## src/rtl/pc_sequencer.sv

```systemverilog
// pc_sequencer: program-counter / instruction-fetch sequencer.
// Fetches one 16-bit instruction per cycle from a combinational ROM.
// Supports stall, absolute jump, relative branch, call/return, halt and resume.
// Optional feature: define FETCH_RAS_EN to build a 4-entry return-address stack.
// Without FETCH_RAS_EN, call acts as jump, return is ignored and ras_err is tied low.
module pc_sequencer (
    input  logic        clk,
    input  logic        rst,
    output logic [7:0]  pc,
    input  logic [15:0] rom_data,
    output logic [15:0] ir,
    output logic [7:0]  ir_pc,
    output logic        ir_valid,
    input  logic        stall,
    input  logic        jump_req,
    input  logic [7:0]  jump_target,
    input  logic        branch_req,
    input  logic [7:0]  branch_offset,
    input  logic        call_req,
    input  logic        ret_req,
    input  logic        halt_req,
    input  logic        resume,
    output logic        halted,
    output logic        ras_err
);

    typedef enum logic [1:0] {
        BOOT  = 2'd0,
        FETCH = 2'd1,
        HALT  = 2'd2
    } state_t;

    state_t      state_q, state_d;
    logic [7:0]  pc_q, pc_d;
    logic [15:0] ir_q, ir_d;
    logic [7:0]  ir_pc_q, ir_pc_d;
    logic        ir_valid_q, ir_valid_d;
    logic        halted_q, halted_d;
    logic        redirect;
    logic [7:0]  redirect_target;

`ifdef FETCH_RAS_EN
    // Circular stack: a push onto a full stack naturally replaces the oldest entry.
    logic [7:0]  ras_q [4];
    logic [7:0]  ras_d [4];
    logic [1:0]  ras_top_q, ras_top_d;
    logic [2:0]  ras_cnt_q, ras_cnt_d;
    logic        ras_err_q, ras_err_d;
    logic [1:0]  pop_idx;

    assign pop_idx = ras_top_q - 2'd1;
    assign ras_err = ras_err_q;
`else
    logic unused_ret;

    assign unused_ret = ret_req;
    assign ras_err    = 1'b0;
`endif

    // Next-state logic: one event per cycle, chosen by fixed priority.
    always_comb begin
        state_d         = state_q;
        pc_d            = pc_q;
        ir_d            = ir_q;
        ir_pc_d         = ir_pc_q;
        ir_valid_d      = ir_valid_q;
        halted_d        = halted_q;
        redirect        = 1'b0;
        redirect_target = 8'h00;
`ifdef FETCH_RAS_EN
        ras_d           = ras_q;
        ras_top_d       = ras_top_q;
        ras_cnt_d       = ras_cnt_q;
        ras_err_d       = 1'b0;
`endif
        case (state_q)
            BOOT: begin
                state_d = FETCH;
            end
            FETCH: begin
                if (halt_req) begin
                    state_d    = HALT;
                    ir_valid_d = 1'b0;
                    halted_d   = 1'b1;
                end else if (jump_req) begin
                    redirect        = 1'b1;
                    redirect_target = jump_target;
                end else if (branch_req && ir_valid_q) begin
                    redirect        = 1'b1;
                    redirect_target = ir_pc_q + branch_offset;
                end else if (call_req) begin
                    redirect        = 1'b1;
                    redirect_target = jump_target;
`ifdef FETCH_RAS_EN
                    ras_d[ras_top_q] = ir_pc_q + 8'd1;
                    ras_top_d        = ras_top_q + 2'd1;
                    ras_cnt_d        = (ras_cnt_q == 3'd4) ? 3'd4 : ras_cnt_q + 3'd1;
`endif
                end
`ifdef FETCH_RAS_EN
                else if (ret_req) begin
                    redirect = 1'b1;
                    if (ras_cnt_q == 3'd0) begin
                        redirect_target = 8'h00;
                        ras_err_d       = 1'b1;
                    end else begin
                        redirect_target = ras_q[pop_idx];
                        ras_top_d       = pop_idx;
                        ras_cnt_d       = ras_cnt_q - 3'd1;
                    end
                end
`endif
                else if (!stall) begin
                    ir_d       = rom_data;
                    ir_pc_d    = pc_q;
                    ir_valid_d = 1'b1;
                    pc_d       = pc_q + 8'd1;
                end
            end
            HALT: begin
                if (resume) begin
                    state_d  = FETCH;
                    halted_d = 1'b0;
                end
            end
            default: begin
                state_d = BOOT;
            end
        endcase

        if (redirect) begin
            pc_d       = redirect_target;
            ir_d       = 16'h0000;
            ir_valid_d = 1'b0;
        end
    end

    // State registers with synchronous reset to the BOOT state.
    always_ff @(posedge clk) begin
        if (rst) begin
            state_q    <= BOOT;
            pc_q       <= 8'h00;
            ir_q       <= 16'h0000;
            ir_pc_q    <= 8'h00;
            ir_valid_q <= 1'b0;
            halted_q   <= 1'b0;
        end else begin
            state_q    <= state_d;
            pc_q       <= pc_d;
            ir_q       <= ir_d;
            ir_pc_q    <= ir_pc_d;
            ir_valid_q <= ir_valid_d;
            halted_q   <= halted_d;
        end
    end

`ifdef FETCH_RAS_EN
    // Return-address stack registers; reset leaves the stack empty.
    always_ff @(posedge clk) begin
        if (rst) begin
            ras_q     <= '{default: 8'h00};
            ras_top_q <= 2'd0;
            ras_cnt_q <= 3'd0;
            ras_err_q <= 1'b0;
        end else begin
            ras_q     <= ras_d;
            ras_top_q <= ras_top_d;
            ras_cnt_q <= ras_cnt_d;
            ras_err_q <= ras_err_d;
        end
    end
`endif

    assign pc       = pc_q;
    assign ir       = ir_q;
    assign ir_pc    = ir_pc_q;
    assign ir_valid = ir_valid_q;
    assign halted   = halted_q;

endmodule

```

## config.mk

```make
export PLATFORM = sky130hd
export DESIGN_NAME = pc_sequencer
export DESIGN_NICKNAME = d
export VERILOG_FILES = /design/src/rtl/pc_sequencer.sv
export SDC_FILE = /design/constraint.sdc
export NUM_CORES = 1
export LEC_CHECK = 0
export CAP_MARGIN = 0
export CORE_ASPECT_RATIO = 0.7
export CORE_MARGIN = 4
export CORE_UTILIZATION = 39
export CTS_BUF_LIST = sky130_fd_sc_hd__clkbuf_2 sky130_fd_sc_hd__clkbuf_4 sky130_fd_sc_hd__clkbuf_8
export CTS_CLUSTER_SIZE = 10
export DETAILED_ROUTE_END_ITERATION = 10
export GPL_TIMING_DRIVEN = 0
export PLACE_DENSITY = 0.73
export REMOVE_ABC_BUFFERS = 1
export SYNTH_ARGS = -nofsm -noshare
export SYNTH_HDL_FRONTEND = slang
export SYNTH_SLANG_ARGS = --single-unit
```

## constraint.sdc

```tcl
create_clock -name clk -period 2.1 [get_ports clk]
set_input_delay 0.42 -clock clk [delete_from_list [all_inputs] [get_ports clk]]
set_output_delay 0.42 -clock clk [all_outputs]
set_load 0.01 [all_outputs]
```

Yosys cells after proc, flatten, opt, wreduce, memory -nomap -nowiden
Index checks and enable logic that the tools add are counted.
Storage, ports and cells
  flip-flop bits (word level): 36
  logic and storage cells: 64
  output and inout bits: 35
  input bits: 41
Operators by class
  equal/unequal tests: 13
  bitwise logic cells: 5
  reductions and logical operators: 10
  $add $sub $neg: 2
  multiplexer cells: 28
Operator list (number)
  $mux 8: 12
  $ne 2x1->1 const B: 7
  $mux 1: 12
  $reduce_and 6->1: 2
  $add 8x1->8 const B: 1
  $add 8x8->8: 1
  $ne 2x2->1 const B: 4
  $pmux 2 s3: 1
  $not 1->1: 5
  $reduce_and 5->1: 1
  $mux 2: 2
  $reduce_bool 2->1: 2
  $reduce_and 3->1: 1
  $eq 2x1->1 const B: 1
  $eq 2x2->1 const B: 1
  $logic_not 2->1: 1
  $pmux 1 s2: 1
  $reduce_and 2->1: 1
  $reduce_or 2->1: 1
  $logic_and 1x1->1: 1

Logic depth before layout (Yosys ltp)
Gate-level depths: netlist of run 1.
  depth after elaboration: 8
  depth in mapped cells: 6

Worst setup path before layout of run 1
No wires, ideal clock.
  path type: input -> register
  start point: input port branch_offset[0]
  end point: register pc_q[6] (netlist: pc[6])
  arrival time: 1688 ps
  slack: 316 ps
  setup time: 95 ps
  stages on the path: 6
  required time: 2005 ps
  path buffers: 0
  path through: ha_1 -> fa_1 -> a21oi_1 -> o21ai_0 -> mux2i_1 -> a221oi_1
On the way
  cells in the longest elaborated chain, start to end: 6
Ends and longest elaborated chain
  start: declaration: RTL line 18  | input logic [7:0] branch_offset,
  $add 8x8->8: RTL line 90  | redirect_target = ir_pc_q + branch_offset;
  $mux 8: RTL line 88  | end else if (branch_req && ir_valid_q) begin
  $mux 8: RTL line 85  | end else if (jump_req) begin
  $mux 8: RTL line 81  | if (halt_req) begin
  $mux 8: RTL line 76  | case (state_q)
  $mux 8: RTL line 131  | if (redirect) begin
  end signal: assignment: RTL line 149  | pc_q <= pc_d;
  end: declaration: RTL line 34  | logic [7:0] pc_q, pc_d;
Every way passes these cells.
A chain may end at the register's enable or synchronous reset.

Final worst setup path of run 1
Ends and elaborated chain as after synthesis.

==> results of run 1 <==
==> registers in the layout, summed over array words and instances (netlist names) <==
register,cells
halted,1
pc,8
ir_valid,1
state_q,2
ir_pc,8
ir,16
==> final timing paths <==
kind,start,to
setup / recovery,branch_offset[0],pc[6]
hold reg to reg,ir[6],ir[6]
setup reg to reg,ir_pc[0],pc[6]
hold / removal,ir[6],ir[6]
==> logic make-up (layout without fill, tap and decap cells) <==
family,count (synthesis),count (layout),share of synthesized area [%]
and+or+nand+nor,95,95,23.6
AOI/OAI and AO/OA,64,64,21.5
DFF,36,36,37.7
buffers and inverters,17,89,4.45
adders and majority gates,9,9,6.28
xor gates and xnor gates,9,9,4.12
muxes,4,4,2.09
other,1,1,0.196
==> synth_stat cells (5+ instances only) <==
| master | count | area (um^2) |
|---|---|---|
| nand2_1 | 52 | 195 |
| dfxtp_1 | 36 | 721 |
| a21oi_1 | 35 | 175 |
| nor2_1 | 14 | 52.6 |
| a211oi_1 | 8 | 60.1 |
| ha_1 | 8 | 100 |
| and3_1 | 6 | 37.5 |
| clkbuf_1 | 6 | 22.5 |
| buf_2 | 5 | 25.0 |
| xor2_1 | 5 | 43.8 |
==> per-stage QoR <==
| stage | TNS [ns] | cells | instance area, um^2 |
|---|---|---|---|
| 2_1_floorplan | 0 | 221 | 1840 |
| 3_3_place_gp | -25.83 | 363 | 2660 |
| 3_5_place_dp | -26.95 | 363 | 2660 |
| 4_1_cts | 0 | 373 | 2820 |
| 5_1_grt | 0 | 376 | 2860 |
| 6_report | 0 | 376 | 2860 |
==> area by class of cell <==
cell class	count	share of cell area (%)
multi-input cells	182	40.2
repair buffers	78	27.3
flip-flops and latches	36	25.2
well taps	69	3.02
clock buffers	5	2.41
clock inverters	3	1.49
inverters	3	0.394
==> layer usage <==
layer,GRT usage (%),share of wire [%]
met1,22.3,44
met2,29.3,44
met3,8.01,11
met4,4.51,0.89
met5,0,0
==> what timing repair did <==
| action | in CTS | in global routing |
|---|---|---|
| hold buffers | 0 | 0 |
| pin swaps | 2 | 1 |
| gates resized for setup | 9 | 2 |
| cloned | 0 | 0 |
| setup buffers | 2 | 3 |
| setup endpoints to repair | 30 | 29 |
==> power by group through the flow <==
stage | Sequential (mW) | Clock [mW] | Combinational [mW]
after global routing | 0.739 | 0.668 | 0.278
after global placement | 0.747 | 0 | 0.237
after floorplan | 0.749 | 0 | 0.0911
final | 0.734 | 0.627 | 0.256
after detailed placement | 0.749 | 0 | 0.241
after CTS | 0.733 | 0.633 | 0.253
==> critical path: stages <==
cell and delay (ns):
clkdlybuf4s50_1 0.41, ha_1 0.24, fa_2 0.39, a21oi_2 0.17, o21ai_0 0.14, mux2i_1 0.16, a221oi_1 0.30
==> results.cfg, run 1 <==
[timing]
setup_viol = 0
period_needed_ns = 2.03
slew_headroom_pct = 46.1
finalHoldViolCount = 0
fmax_ghz = 0.493
finalClockSkew_ns = 0.00251
rsz0062_at_grt = false
setup_ws_ns = 0.0718
worstMarginPinSlew_ns = 0.809
period_share_pct = 96.6
slew_viol_final = 0
whs_ns = 0.455

[clock_network]
path_clk_slew_ns = 0.08
clk_path_buf_depth = 2
tritoncts = done
cts_root_buf = clkbuf_8
cts_buffers = 5
cts_htree_levels = 2
cts.sinks = 36
insertion_delay_ns = 0.29

[layout]
layout_commonest_cell = clkdlybuf4s50_1
n_fill_cell = 443
final_cell_mix = 72 x clkdlybuf4s50_1, 51 x nand2_1, 36 x dfxtp_1
multi_input_area_um2 = 1150
final_nets = 356
syn_to_final_growth_pct = 49.5
regArea_um2 = 721
drive_gt1_share_pct = 7.49
final_core_utilization_pct = 60.1
antenna_cells = 0

[route]
dr.pass1.iters = 4
wirelength_mm = 5.38
ant_nets = 0
drtIter0Drc = 134
wire_per_inst_um = 14.3
drc = 0
via_per_inst = 5.08
via_count = 1909

[place]
dp_slack_ns = -1.01
hpwl_mm = 3.93
gp_congestion = 0.763
portBuffers = 73

[power]
p_leak_nw = 1.06
cell_internal_pwr_mw = 1.20
power.density_nw_per_um2 = 566
p_clk_share_pct = 38.8
swShare_pct = 25.5
ir_drop_v = 0.000367
p_comb_share_pct = 15.8
design_power_total_mw = 1.62
seqPwrFrac_pct = 45.4
p_switching_uw = 412

[synth]
yosysSeqAreaShare_pct = 37.7
synth_edf_count = 0
ys_warn_count = 0
ys.flop_type = dfxtp_1
ys_ff_latch = 36
syn_inst = 235
netlist_area_um2 = 1910
async_flop_share_pct = 0
synth_area_per_cell_um2 = 8.14
synthDistinctLibCells = 42

[worst_setup_path]
reg2reg_slack_ns = 0.26
required_ns = 2.30
cp_data_arrival_time_ns = 2.22
reg2reg_depth = 6
critPathLaunchType = input port
crit_fanout = 3
worst_setup_path_end_kind = register
worstSetupPathType = in -> reg

[floorplanning]
core-area_um2 = 4760
rows = 21
start_util_pct = 40.2
die_x_um = 91.7
io_pins = 76
die_h_um = 66.6
die_area_um2 = 6100

[grt]
grt_max_degree = 25
grt_usage_pct = 18.2
grt_overflow = 0
grt_pass1_wl_mm = 8.75
grt_pass1_vias = 1819
antenna_found_initial = 0

[min_path]
hold_path_depth = 2
worstHoldPathType = reg -> reg

[run_status]
status = finished, final reports clean

[job]
cap_violations = 0
No activity file was read; power rests on OpenSTA's default activity.
==> inputs of run 2 (changes only) <==
--- a/config.mk
+++ b/config.mk
@@ -7,7 +7,7 @@
 export LEC_CHECK = 0
 export CAP_MARGIN = 0
 export CORE_ASPECT_RATIO = 0.7
-export CORE_MARGIN = 4
+export CORE_MARGIN = 5
 export CORE_UTILIZATION = 39
 export CTS_BUF_LIST = sky130_fd_sc_hd__clkbuf_2 sky130_fd_sc_hd__clkbuf_4 sky130_fd_sc_hd__clkbuf_8
 export CTS_CLUSTER_SIZE = 10
==> results.cfg, run 2 (synthesized netlist as in run 1, its figures left out) <==
[floorplanning]
start_util_pct = 40.2
io_pins = 76
die_h_um = 68.6
rows = 21
die_area_um2 = 6420
core-area_um2 = 4760
die_x_um = 93.7

[clock_network]
path_clk_slew_ns = 0.07
cts_buffers = 5
tritoncts = done
cts_root_buf = clkbuf_8
cts_htree_levels = 2
insertion_delay_ns = 0.28
cts.sinks = 36
clk_path_buf_depth = 2

[min_path]
hold_end = ir[10]
worstHoldStart = ir[10]
worstHoldPathType = reg -> reg
hold_path_depth = 2

[layout]
largest_register_ffs = 16
n_fill_cell = 446
layout_commonest_cell = clkdlybuf4s50_1
syn_to_final_growth_pct = 50.5
drive_gt1_share_pct = 8.06
final_cell_mix = 72 x clkdlybuf4s50_1, 51 x nand2_1, 36 x dfxtp_1
final_nets = 359
design_area_um2 = 2880
antenna_cells = 0

[place]
placed_area_um2 = 2660
portBuffers = 73
hpwl_mm = 3.75
dp_slack_ns = -0.998
gp_congestion = 0.795

[grt]
grt_usage_pct = 16.8
grt_overflow = 0
grt_pass1_vias = 1803
antenna_found_initial = 0
grt_max_degree = 25
grt_pass1_wl_mm = 8.51

[power]
ir_drop_v = 0.000320
p_leak_nw = 1.07
design_power_total_mw = 1.66
power.density_nw_per_um2 = 576

[timing]
rsz0062_at_grt = false
slew_viol_final = 0
fin_tns_setup_ns = 0
finalClockSkew_ns = 0.00599
setup_ws_ns = 0.0899
period_share_pct = 95.7
slew_headroom_pct = 46.0
worstMarginPinSlew_ns = 0.810
period_needed_ns = 2.01
setup_viol = 0
finalHoldViolCount = 0
fmax_ghz = 0.497

[route]
via_count = 1923
wirelength_mm = 5.39
via_per_inst = 5.07
drc = 0
ant_nets = 0
drtIter0Drc = 136
wire_per_inst_um = 14.2
dr.pass1.iters = 4

[worst_setup_path]
required_ns = 2.28
reg2reg_depth = 6
critPathLaunchType = input port
crit_fanout = 3
reg2reg_slack_ns = 0.29
cp_data_arrival_time_ns = 2.19
r2r-start = ir_pc[0]
worstSetupPathType = in -> reg
rr_endpoint = pc[6]
worst_setup_path_end_kind = register

[job]
cap_violations = 0

[run_status]
status = finished, final reports clean
[run 2: cell count changes in the layout (fill, tap and decap cells not counted), sizes merged]
cell	delta
clkinvlp	-1
buf	+3
clkbuf	+2
clkinv	-1
[run 2: worst max path at each step]
stage	startpoint	endpoint	slack (ns)	cells past startpoint
after floorplan	halt_req	ir[0]	0.13	4
after global placement	halt_req	ir[14]	-0.97	5
after global routing	branch_offset[0]	pc[4]	0.01	7
after detailed placement	halt_req	ir[9]	-1.0	5
final	branch_offset[0]	pc[6]	0.09	7
after CTS	halt_req	pc[3]	0.01	5
[run 2: metal layers]
metal | global-route usage [%] | share of wire [%] | wire length (um) | vias to the layer above
met5 | 0 | 0 | 0 | -
met4 | 5.05 | 0.32 | 17 | 0
met3 | 7.92 | 12 | 627 | 2
met2 | 24.9 | 44 | 2380 | 69
met1 | 21.9 | 44 | 2370 | 878
li1 | - | - | - | 974
[run 2: power by group]
part	total [mW]	internal (mW)	switching [mW]
Clock	0.668	0.419	0.249
Combinational	0.257	0.150	0.108
Sequential	0.732	0.704	0.0287
[run 2: what timing repair did]
action / 4_1_cts / 5_1_grt
resized for setup: 10 / 1
pin swaps: 1 / 2
hold buffers: 0 / 0
setup buffers: 0 / 8
setup endpoints to repair: 30 / 30
[run 2: per-stage QoR]
step,util [%],hold slack [ns],std cells
2_1_floorplan,-,0.481,221
3_3_place_gp,55.8,0.440,363
3_5_place_dp,55.8,0.447,363
4_1_cts,59.2,0.456,371
5_1_grt,60.5,0.470,379
6_report,60.5,0.454,379
[run 2: final cells by class]
type / instances / area, um^2 / area share [%]
clock buffers: 7 / 96.3 / 3.35
clock inverters: 1 / 30.0 / 1.04
inverters: 3 / 11.3 / 0.391
multi-input cells: 182 / 1140 / 39.7
flip-flops and latches: 36 / 721 / 25.0
well taps: 69 / 86.3 / 3.00
repair buffers: 81 / 790 / 27.4
[run 2: critical path, stage by stage]
cell             delay, ns
clkdlybuf4s50_1       0.40
ha_1                  0.23
fa_2                  0.39
a21oi_2               0.18
o21ai_1               0.12
mux2i_1               0.16
a221oi_1              0.28
==> inputs of run 3 (changes only) <==
==> constraint.sdc (replaced) <==
create_clock -name clk -period 2 [get_ports clk]
set_input_delay 0.4 -clock clk [delete_from_list [all_inputs] [get_ports clk]]
set_output_delay 0.4 -clock clk [all_outputs]
set_load 0.01 [all_outputs]
==> results.cfg, run 3 (synthesized netlist as in run 1, its figures left out) <==
[worst_setup_path]
worst_setup_path_end_kind = register
critPathLaunchType = input port
worstSetupPathType = in -> reg
rr_endpoint = pc[6]
crit_fanout = 3
cpLargestDelayFamily = compound AO/OA/AOI/OAI gates
reg2reg_slack_ns = 0.20
reg2reg_depth = 6
path_cells = clkdlybuf4s50_1 > ha_1 > a211oi_1 > o211ai_1 > mux2i_1 > a221oi_1
max_stage_delay_ns = 0.51
crit_slowest_cell = clkdlybuf4s50_1
required_ns = 2.19
cp_data_arrival_time_ns = 2.17
r2r-start = ir_pc[0]
worst-path-buf-inv = 1

[clock_network]
cts.sinks = 36
cts_root_buf = clkbuf_8
path_clk_slew_ns = 0.08
cts_buffers = 5
insertion_delay_ns = 0.28
cts_htree_levels = 2
hold_buffers = 0
clk_path_buf_depth = 2
tritoncts = done

[route]
via_per_inst = 5.15
ant_nets = 0
via_count = 1948
drc = 0
wirelength_mm = 5.35
dr.pass1.iters = 4
drtIter0Drc = 136
wire_per_inst_um = 14.2

[place]
portBuffers = 73
hpwl_mm = 3.75
placed_area_um2 = 2660
dp_slack_ns = -1.08
gp_congestion = 0.795

[timing]
setup_viol = 0
period_share_pct = 99.2
worstMarginPinSlew_ns = 0.861
rsz0062_at_grt = true
fmax_ghz = 0.504
period_needed_ns = 1.98
finalClockSkew_ns = 0.00517
finalHoldViolCount = 0
slew_viol_final = 0
setup_ws_ns = 0.0158
slew_headroom_pct = 42.6

[layout]
multi_input_area_um2 = 1150
antenna_cells = 0
design_area_um2 = 2880
layout_commonest_cell = clkdlybuf4s50_1
final_nets = 358
syn_to_final_growth_pct = 50.5
final_cell_mix = 72 x clkdlybuf4s50_1, 51 x nand2_1, 36 x dfxtp_1
n_fill_cell = 444
largest_register_ffs = 16
drive_gt1_share_pct = 8.09
regArea_um2 = 721

[floorplanning]
start_util_pct = 40.2
rows = 21
die_area_um2 = 6420
core-area_um2 = 4760
io_pins = 76
die_x_um = 93.7
die_h_um = 68.6

[grt]
grt_pass1_wl_mm = 8.63
grt_pass1_vias = 1821
grt_overflow = 0
grt_max_degree = 25
antenna_found_initial = 0
grt_usage_pct = 17.1

[power]
power.density_nw_per_um2 = 605
ir_drop_v = 0.000332
p_leak_nw = 1.07

[min_path]
hold_end = ir[10]
worstHoldStart = ir[10]
worstHoldPathType = reg -> reg
hold_path_depth = 2

[job]
cap_violations = 0

[run_status]
status = finished, final reports clean
[run 3: changes by cell type in the layout (fill, tap and decap cells not counted)]
cell      previous run  this run
a221oi_2             0         1
a221oi_1             4         3
buf_4                8         7
[run 3: worst max path at each step]
| stage | from | end | cells past startpoint |
|---|---|---|---|
| after floorplan | halt_req | ir[0] | 4 |
| after global placement | halt_req | ir[14] | 5 |
| after detailed placement | halt_req | ir[9] | 5 |
| after CTS | branch_offset[0] | pc[6] | 7 |
| after global routing | branch_offset[0] | pc[6] | 7 |
| final | branch_offset[1] | pc[7] | 6 |
[run 3: what timing repair did]
action | 4_1_cts | 5_1_grt
cloned | 0 | 0
pin swaps | 2 | 0
endpoints found under the hold margin | 0 | 0
setup buffers | 4 | 3
gates resized for setup | 11 | 1
setup endpoints to repair | 30 | 5
[run 3: cell type report]
cell class / count / share of cell area [%]
clock buffers: 7 / 3.35
repair buffers: 80 / 27.2
clock inverters: 1 / 1.04
flip-flops and latches: 36 / 25.1
well taps: 69 / 3.00
inverters: 3 / 0.391
multi-input cells: 182 / 40.0
[run 3: through the flow]
stage	utilization (%)	setup TNS (ns)	std cells	hold slack, ns	total power, mW
after floorplan	-	0	221	0.469	0.883
after global placement	55.8	-28.69	363	0.440	1.03
after detailed placement	55.8	-28.91	363	0.447	1.04
after CTS	59.9	0	375	0.456	1.76
after global routing	60.5	-0.119	378	0.470	1.81
final	60.5	0	378	0.454	1.74
[run 3: where the power goes]
| group | internal (mW) | leakage, nW | switching [mW] | total (mW) |
|---|---|---|---|---|
| Sequential | 0.739 | 0.292 | 0.0304 | 0.769 |
| Combinational | 0.156 | 0.711 | 0.113 | 0.270 |
| Clock | 0.440 | 0.0645 | 0.261 | 0.701 |
[run 3: worst register-to-register path, cell delays in order, from the launching register on]
cell	delay, ns
dfxtp_1	0.33
ha_1	0.25
fa_2	0.40
a21oi_2	0.18
o21ai_1	0.12
mux2i_1	0.16
a221oi_1	0.28
[run 3: layer usage]
metal,vias to the layer above,global-route usage (%),share of wire (%)
met3,4,7.81,11
met2,68,26.3,44
met1,904,21.9,44
li1,972,-,-
met5,-,0,0
met4,0,4.32,0.52
